### src/rtl/spi_pkg.sv
// Shared types and constants for the SPI slave front end.
package spi_pkg;

   // Default RAM address/data width; command words carry two extra opcode bits.
   localparam int ADDR_SIZE_DEF = 8;

   // Receive-path FSM states.
   typedef enum logic [2:0] {
      IDLE      = 3'd0,
      CHK_CMD   = 3'd1,
      WRITE     = 3'd2,
      READ_ADD  = 3'd3,
      READ_DATA = 3'd4
   } state_t;

   // Opcodes carried in rx_data[9:8]; passed to the RAM unchanged.
   localparam logic [1:0] OP_WR_ADDR = 2'b00;
   localparam logic [1:0] OP_WR_DATA = 2'b01;
   localparam logic [1:0] OP_RD_ADDR = 2'b10;
   localparam logic [1:0] OP_RD_DATA = 2'b11;

endpackage

### src/rtl/spi_shift_ctr.sv
// Serial-to-parallel shifter with bit counter for incoming command words.
// 'done' is a combinational strobe on the edge that samples the last bit;
// 'word' is the complete word including the bit being sampled.
module spi_shift_ctr #(
   parameter int WORD_W = 10
) (
   input  logic              clk,
   input  logic              rst_n,
   input  logic              clr,
   input  logic              en,
   input  logic              din,
   output logic              done,
   output logic [WORD_W-1:0] word
);

   localparam logic [3:0] LAST = 4'(WORD_W - 1);
   localparam logic [3:0] FULL = 4'(WORD_W);

   logic [3:0]        cnt;
   logic [WORD_W-1:0] sreg;
   logic              active;

   // Shifting stops once a full word has been taken; extra bits are ignored.
   assign active = en && (cnt < FULL);
   assign done   = active && (cnt == LAST);
   assign word   = {sreg[WORD_W-2:0], din};

   // Bit counter and shift register, cleared between frames.
   always_ff @(posedge clk or negedge rst_n) begin
      if (!rst_n) begin
         cnt  <= '0;
         sreg <= '0;
      end else if (clr) begin
         cnt  <= '0;
         sreg <= '0;
      end else if (active) begin
         cnt  <= cnt + 4'd1;
         sreg <= word;
      end
   end

endmodule

### src/rtl/spi_slave_if.sv
// SPI slave front end: deserialises 10-bit commands from MOSI into rx_data,
// and serialises RAM read data MSB-first onto MISO during READ_DATA frames.
module spi_slave_if
   import spi_pkg::*;
#(
   parameter int ADDR_SIZE = ADDR_SIZE_DEF
) (
   input  logic                 clk,
   input  logic                 rst_n,
   input  logic                 SS_n,
   input  logic                 MOSI,
   output logic                 MISO,
   output logic [ADDR_SIZE+1:0] rx_data,
   output logic                 rx_valid,
   input  logic [ADDR_SIZE-1:0] tx_data,
   input  logic                 tx_valid
);

   localparam int TXC_W = $clog2(ADDR_SIZE + 1);

   state_t               state;
   logic                 rd_addr_seen;
   logic                 done;
   logic [ADDR_SIZE+1:0] word;
   logic [ADDR_SIZE-1:0] tx_sh;
   logic [TXC_W-1:0]     tx_left;

   // Bits are taken from the CHK_CMD cycle onward; deasserting SS_n discards a partial word.
   spi_shift_ctr #(
      .WORD_W (ADDR_SIZE + 2)
   ) u_shift (
      .clk   (clk),
      .rst_n (rst_n),
      .clr   (SS_n),
      .en    (!SS_n && (state != IDLE)),
      .din   (MOSI),
      .done  (done),
      .word  (word)
   );

   // Frame FSM with registered rx outputs and read-address tracking.
   always_ff @(posedge clk or negedge rst_n) begin
      if (!rst_n) begin
         state        <= IDLE;
         rx_data      <= '0;
         rx_valid     <= 1'b0;
         rd_addr_seen <= 1'b0;
      end else begin
         rx_valid <= 1'b0;
         if (SS_n) begin
            state <= IDLE;
         end else begin
            case (state)
               IDLE:    state <= CHK_CMD;
               CHK_CMD: state <= !MOSI ? WRITE : (rd_addr_seen ? READ_DATA : READ_ADD);
               default: state <= state;
            endcase
         end
         if (done) begin
            rx_data  <= word;
            rx_valid <= 1'b1;
            if (state == READ_ADD)
               rd_addr_seen <= 1'b1;
            else if (state == READ_DATA)
               rd_addr_seen <= 1'b0;
         end
      end
   end

   // Reply shifter: load on tx_valid in READ_DATA, then drive MSB-first for ADDR_SIZE clocks.
   always_ff @(posedge clk or negedge rst_n) begin
      if (!rst_n) begin
         MISO    <= 1'b0;
         tx_sh   <= '0;
         tx_left <= '0;
      end else if (SS_n) begin
         MISO    <= 1'b0;
         tx_left <= '0;
      end else if (tx_left != '0) begin
         MISO    <= tx_sh[ADDR_SIZE-1];
         tx_sh   <= {tx_sh[ADDR_SIZE-2:0], 1'b0};
         tx_left <= tx_left - TXC_W'(1);
      end else begin
         MISO <= 1'b0;
         if ((state == READ_DATA) && tx_valid) begin
            tx_sh   <= tx_data;
            tx_left <= TXC_W'(ADDR_SIZE);
         end
      end
   end

endmodule

### config.mk
export PLATFORM = sky130hd
export DESIGN_NAME = spi_slave_if
export DESIGN_NICKNAME = d
export VERILOG_FILES = /design/src/rtl/spi_pkg.sv /design/src/rtl/spi_shift_ctr.sv /design/src/rtl/spi_slave_if.sv
export SDC_FILE = /design/constraint.sdc
export NUM_CORES = 1
export LEC_CHECK = 0
export ABC_AREA = 1
export CAP_MARGIN = 20
export CORE_AREA = 3 3 74 76
export CTS_BUF_LIST = sky130_fd_sc_hd__clkbuf_4
export CTS_CLUSTER_DIAMETER = 30
export DETAILED_ROUTE_END_ITERATION = 8
export DIE_AREA = 0 0 77 79
export SYNTH_ARGS = -nofsm -noshare
export SYNTH_HDL_FRONTEND = slang
export SYNTH_SLANG_ARGS = --single-unit
export TNS_END_PERCENT = 100
### constraint.sdc
create_clock -name clk -period 4 [get_ports clk]
set_input_delay 1 -clock clk [delete_from_list [all_inputs] [get_ports clk]]
set_output_delay 1 -clock clk [all_outputs]
set_load 0.02 [all_outputs]
==> flow_metrics.env <==
export IMPL_n_antenna_cell=0
export IMPL_cp_num_cells=1
export IMPL_crit_fanout=2
export IMPL_antenna_found_initial=0
export IMPL_synth_warnings=0
export IMPL_yosys_area_top_type_share_pct=53.3
export IMPL_outcome="finished, final reports clean"
export IMPL_grt_overflow=0
export IMPL_worstReg2RegEnd="tx_sh[4]"
export IMPL_leakage_uw=0.00108
export IMPL_cts_tree="yes"
export IMPL_crit_path_end_kind="primary output"
export IMPL_synth_cell_types=24
export IMPL_holdPathStages=1
export IMPL_pre_cts_ws_ns=1.48
export IMPL_clk_path_buf_depth=2
export IMPL_synth_area_leaders="dfrtp_1 (53%), nand2_1 (15%), o21ai_2 (5.0%)"
export IMPL_path_class="reg2out"
export IMPL_drv_cap=0
export IMPL_post_route_drc_count=0
export IMPL_ant_nets=0
export IMPL_cts_htree_levels=2
export IMPL_start_util_pct=40.2
export IMPL_ctsRootBufferMaster="clkbuf_4"
export IMPL_ios=25
export IMPL_path_cells="clkdlybuf4s50_1"
export IMPL_firstDrtPassIters=4
export IMPL_syn2layout_area_growth_pct=16.4
export IMPL_final_common_cell="nand2_1"
export IMPL_port_buffers=24
export IMPL_grt_max_degree=42
export IMPL_synthesis_nets=234
export IMPL_synthCells=217
export IMPL_drive_gt1_share_pct=11.9
export IMPL_r2r_start="tx_left[0]"
export IMPL_fmax_ghz=0.425
export IMPL_fin_setup_tns_ns=0
export IMPL_die_area_um2=6080
export IMPL_drt_wl_total_mm=3.31
export IMPL_die_y_um=79
export IMPL_cts_buffers=5
export IMPL_finalCoreUtilization_pct=46.8
export IMPL_rsz0062_at_grt="false"
export IMPL_grt_pass1_vias=1213
export IMPL_syn_area_um2=1930
export IMPL_cts_setup_buffers=0
export IMPL_min_delay_start="tx_left[0]"
export IMPL_max_stage_delay_ns=0.62
export IMPL_hpwl_mm=2.23
export IMPL_ctsResizeCount=0
export IMPL_skew_ns=0.0110
export IMPL_slew_headroom_pct=38.7
export IMPL_crit_family="buffers and inverters"
export IMPL_viasPerCell=4.50
export IMPL_num_rows=25
export IMPL_power_uw=1010
export IMPL_dp_cells=302
export IMPL_synth_area_per_cell_um2=8.87
export IMPL_clk_pin_slew_ns=0.11
export IMPL_hold_viol=0
export IMPL_clk_latency_ns=0.34
export IMPL_worstPathArrival_ns=1.35
export IMPL_drt_iter0_markers=96
export IMPL_ir_worst_vdd_mv=0.175
export IMPL_cp_num_buf_inv=1
export IMPL_post_route_min_period_ns=2.35
export IMPL_synth_seq_cells=41
export IMPL_yosysSeqAreaShare_pct=53.3
export IMPL_num_vias=1394
export IMPL_finalNonFillerCells=310
export IMPL_setup_slack_ns=1.65
export IMPL_coreArea_um2=4790
export IMPL_nets=259
export IMPL_crit_required_ns=3.00
export IMPL_regToRegSetupSlack_ns=1.99
export IMPL_grt_usage_pct=11.9
export IMPL_power_per_cell_area_nw_per_um2=451
export IMPL_cts_hold_buf=0
export IMPL_die_w_um=77
export IMPL_tightest_slew_ns=0.920
export IMPL_grt_pass1_wl_mm=5.72
export IMPL_finalCritPeriodShare_pct=58.8
export IMPL_critPathLaunchType="register"
export IMPL_yosysTopAreaCell="dfrtp_1"
export IMPL_hold_path_end="tx_left[0]"
export IMPL_clock_sinks=41
export IMPL_final_cell_mix="nand2_1 (75), dfrtp_1 (41), inv_1 (25), clkdlybuf4s50_1 (23)"
export IMPL_r2r_cells=9
export IMPL_crit_slowest_cell="clkdlybuf4s50_1"
export IMPL_setup_viol=0
export IMPL_drv_slew=0
export IMPL_post_drt_wl_per_cell_um=10.7
export IMPL_gp_congestion=0.811
export IMPL_min_path_type="reg2reg"
-- power breakdown --
group | switching, uW | internal [uW]
combinational | 193 | 107
clock | 131 | 63.7
sequential | 39.1 | 477
-- stage by stage --
step	hold slack, ns	cell area, um^2
floorplan	0.433	1930
detailed placement	0.462	2190
global placement	0.463	2190
global route	0.495	2240
CTS	0.478	2240
finish	0.470	2240
-- synth_stat cells --
cell type   n
nand2_1    75
dfrtp_1    41
inv_1      25
o21ai_1    11
o21ai_2    11
nor2_1      8
o21ai_0     7
a21oi_1     6
ha_1        4
nand2_2     4
nand4_1     4
buf_6       3
nand3_1     3
buf_4       2
nand2_4     2
nor3_1      2
xor2_1      2
buf_2       1
inv_2       1
inv_6       1
nor2_2      1
nor2_4      1
nor2_8      1
xnor2_1     1
-- worst max-delay path by stage --
stage,from,to
after CTS,rx_data[0],rx_data[0]
after global routing,rx_data[0],rx_data[0]
after detailed placement,SS_n,rx_data[7]
after floorplan,SS_n,rx_data[1]
final,rx_data[0],rx_data[0]
after global placement,SS_n,rx_data[7]
-- layout make-up --
type | count | area (um^2)
fillers | 496 | 2540
well taps | 67 | 83.8
multi-input cells | 143 | 739
inverters | 27 | 106
clock buffers | 5 | 37.5
repair buffers | 24 | 235
flip-flops and latches | 41 | 1030
clock inverters | 3 | 12.5
-- kinds of logic (layout without fill, tap and decap cells) --
group	Yosys count	after routing	share of synthesized area, %
AND/OR/NAND/NOR	101	101	23.2
buffers and inverters	33	59	8.32
XOR/XNOR	3	3	1.36
adder cells (fa/ha/maj)	4	4	2.60
flip-flops	41	41	53.3
AO/OA/AOI/OAI	35	35	11.2
-- routing by layer --
layer  track usage, %  share of wire, %  wire length (um)  vias up
li1                 -                 -                 -      727
met1             16.6                53              1750      634
met2             17.1                41              1340       27
met3             3.63               4.8               159        6
met4             5.34               1.8                61        0
met5                0                 0                 0        -
-- state kept, by name, indices dropped and copies added, names as in the netlist --
signal	count
u_shift.cnt	4
u_shift.sreg	9
state	3
MISO	1
tx_left	4
tx_sh	8
rx_data	10
rd_addr_seen	1
rx_valid	1
No activity file was read; power rests on OpenSTA's default activity.
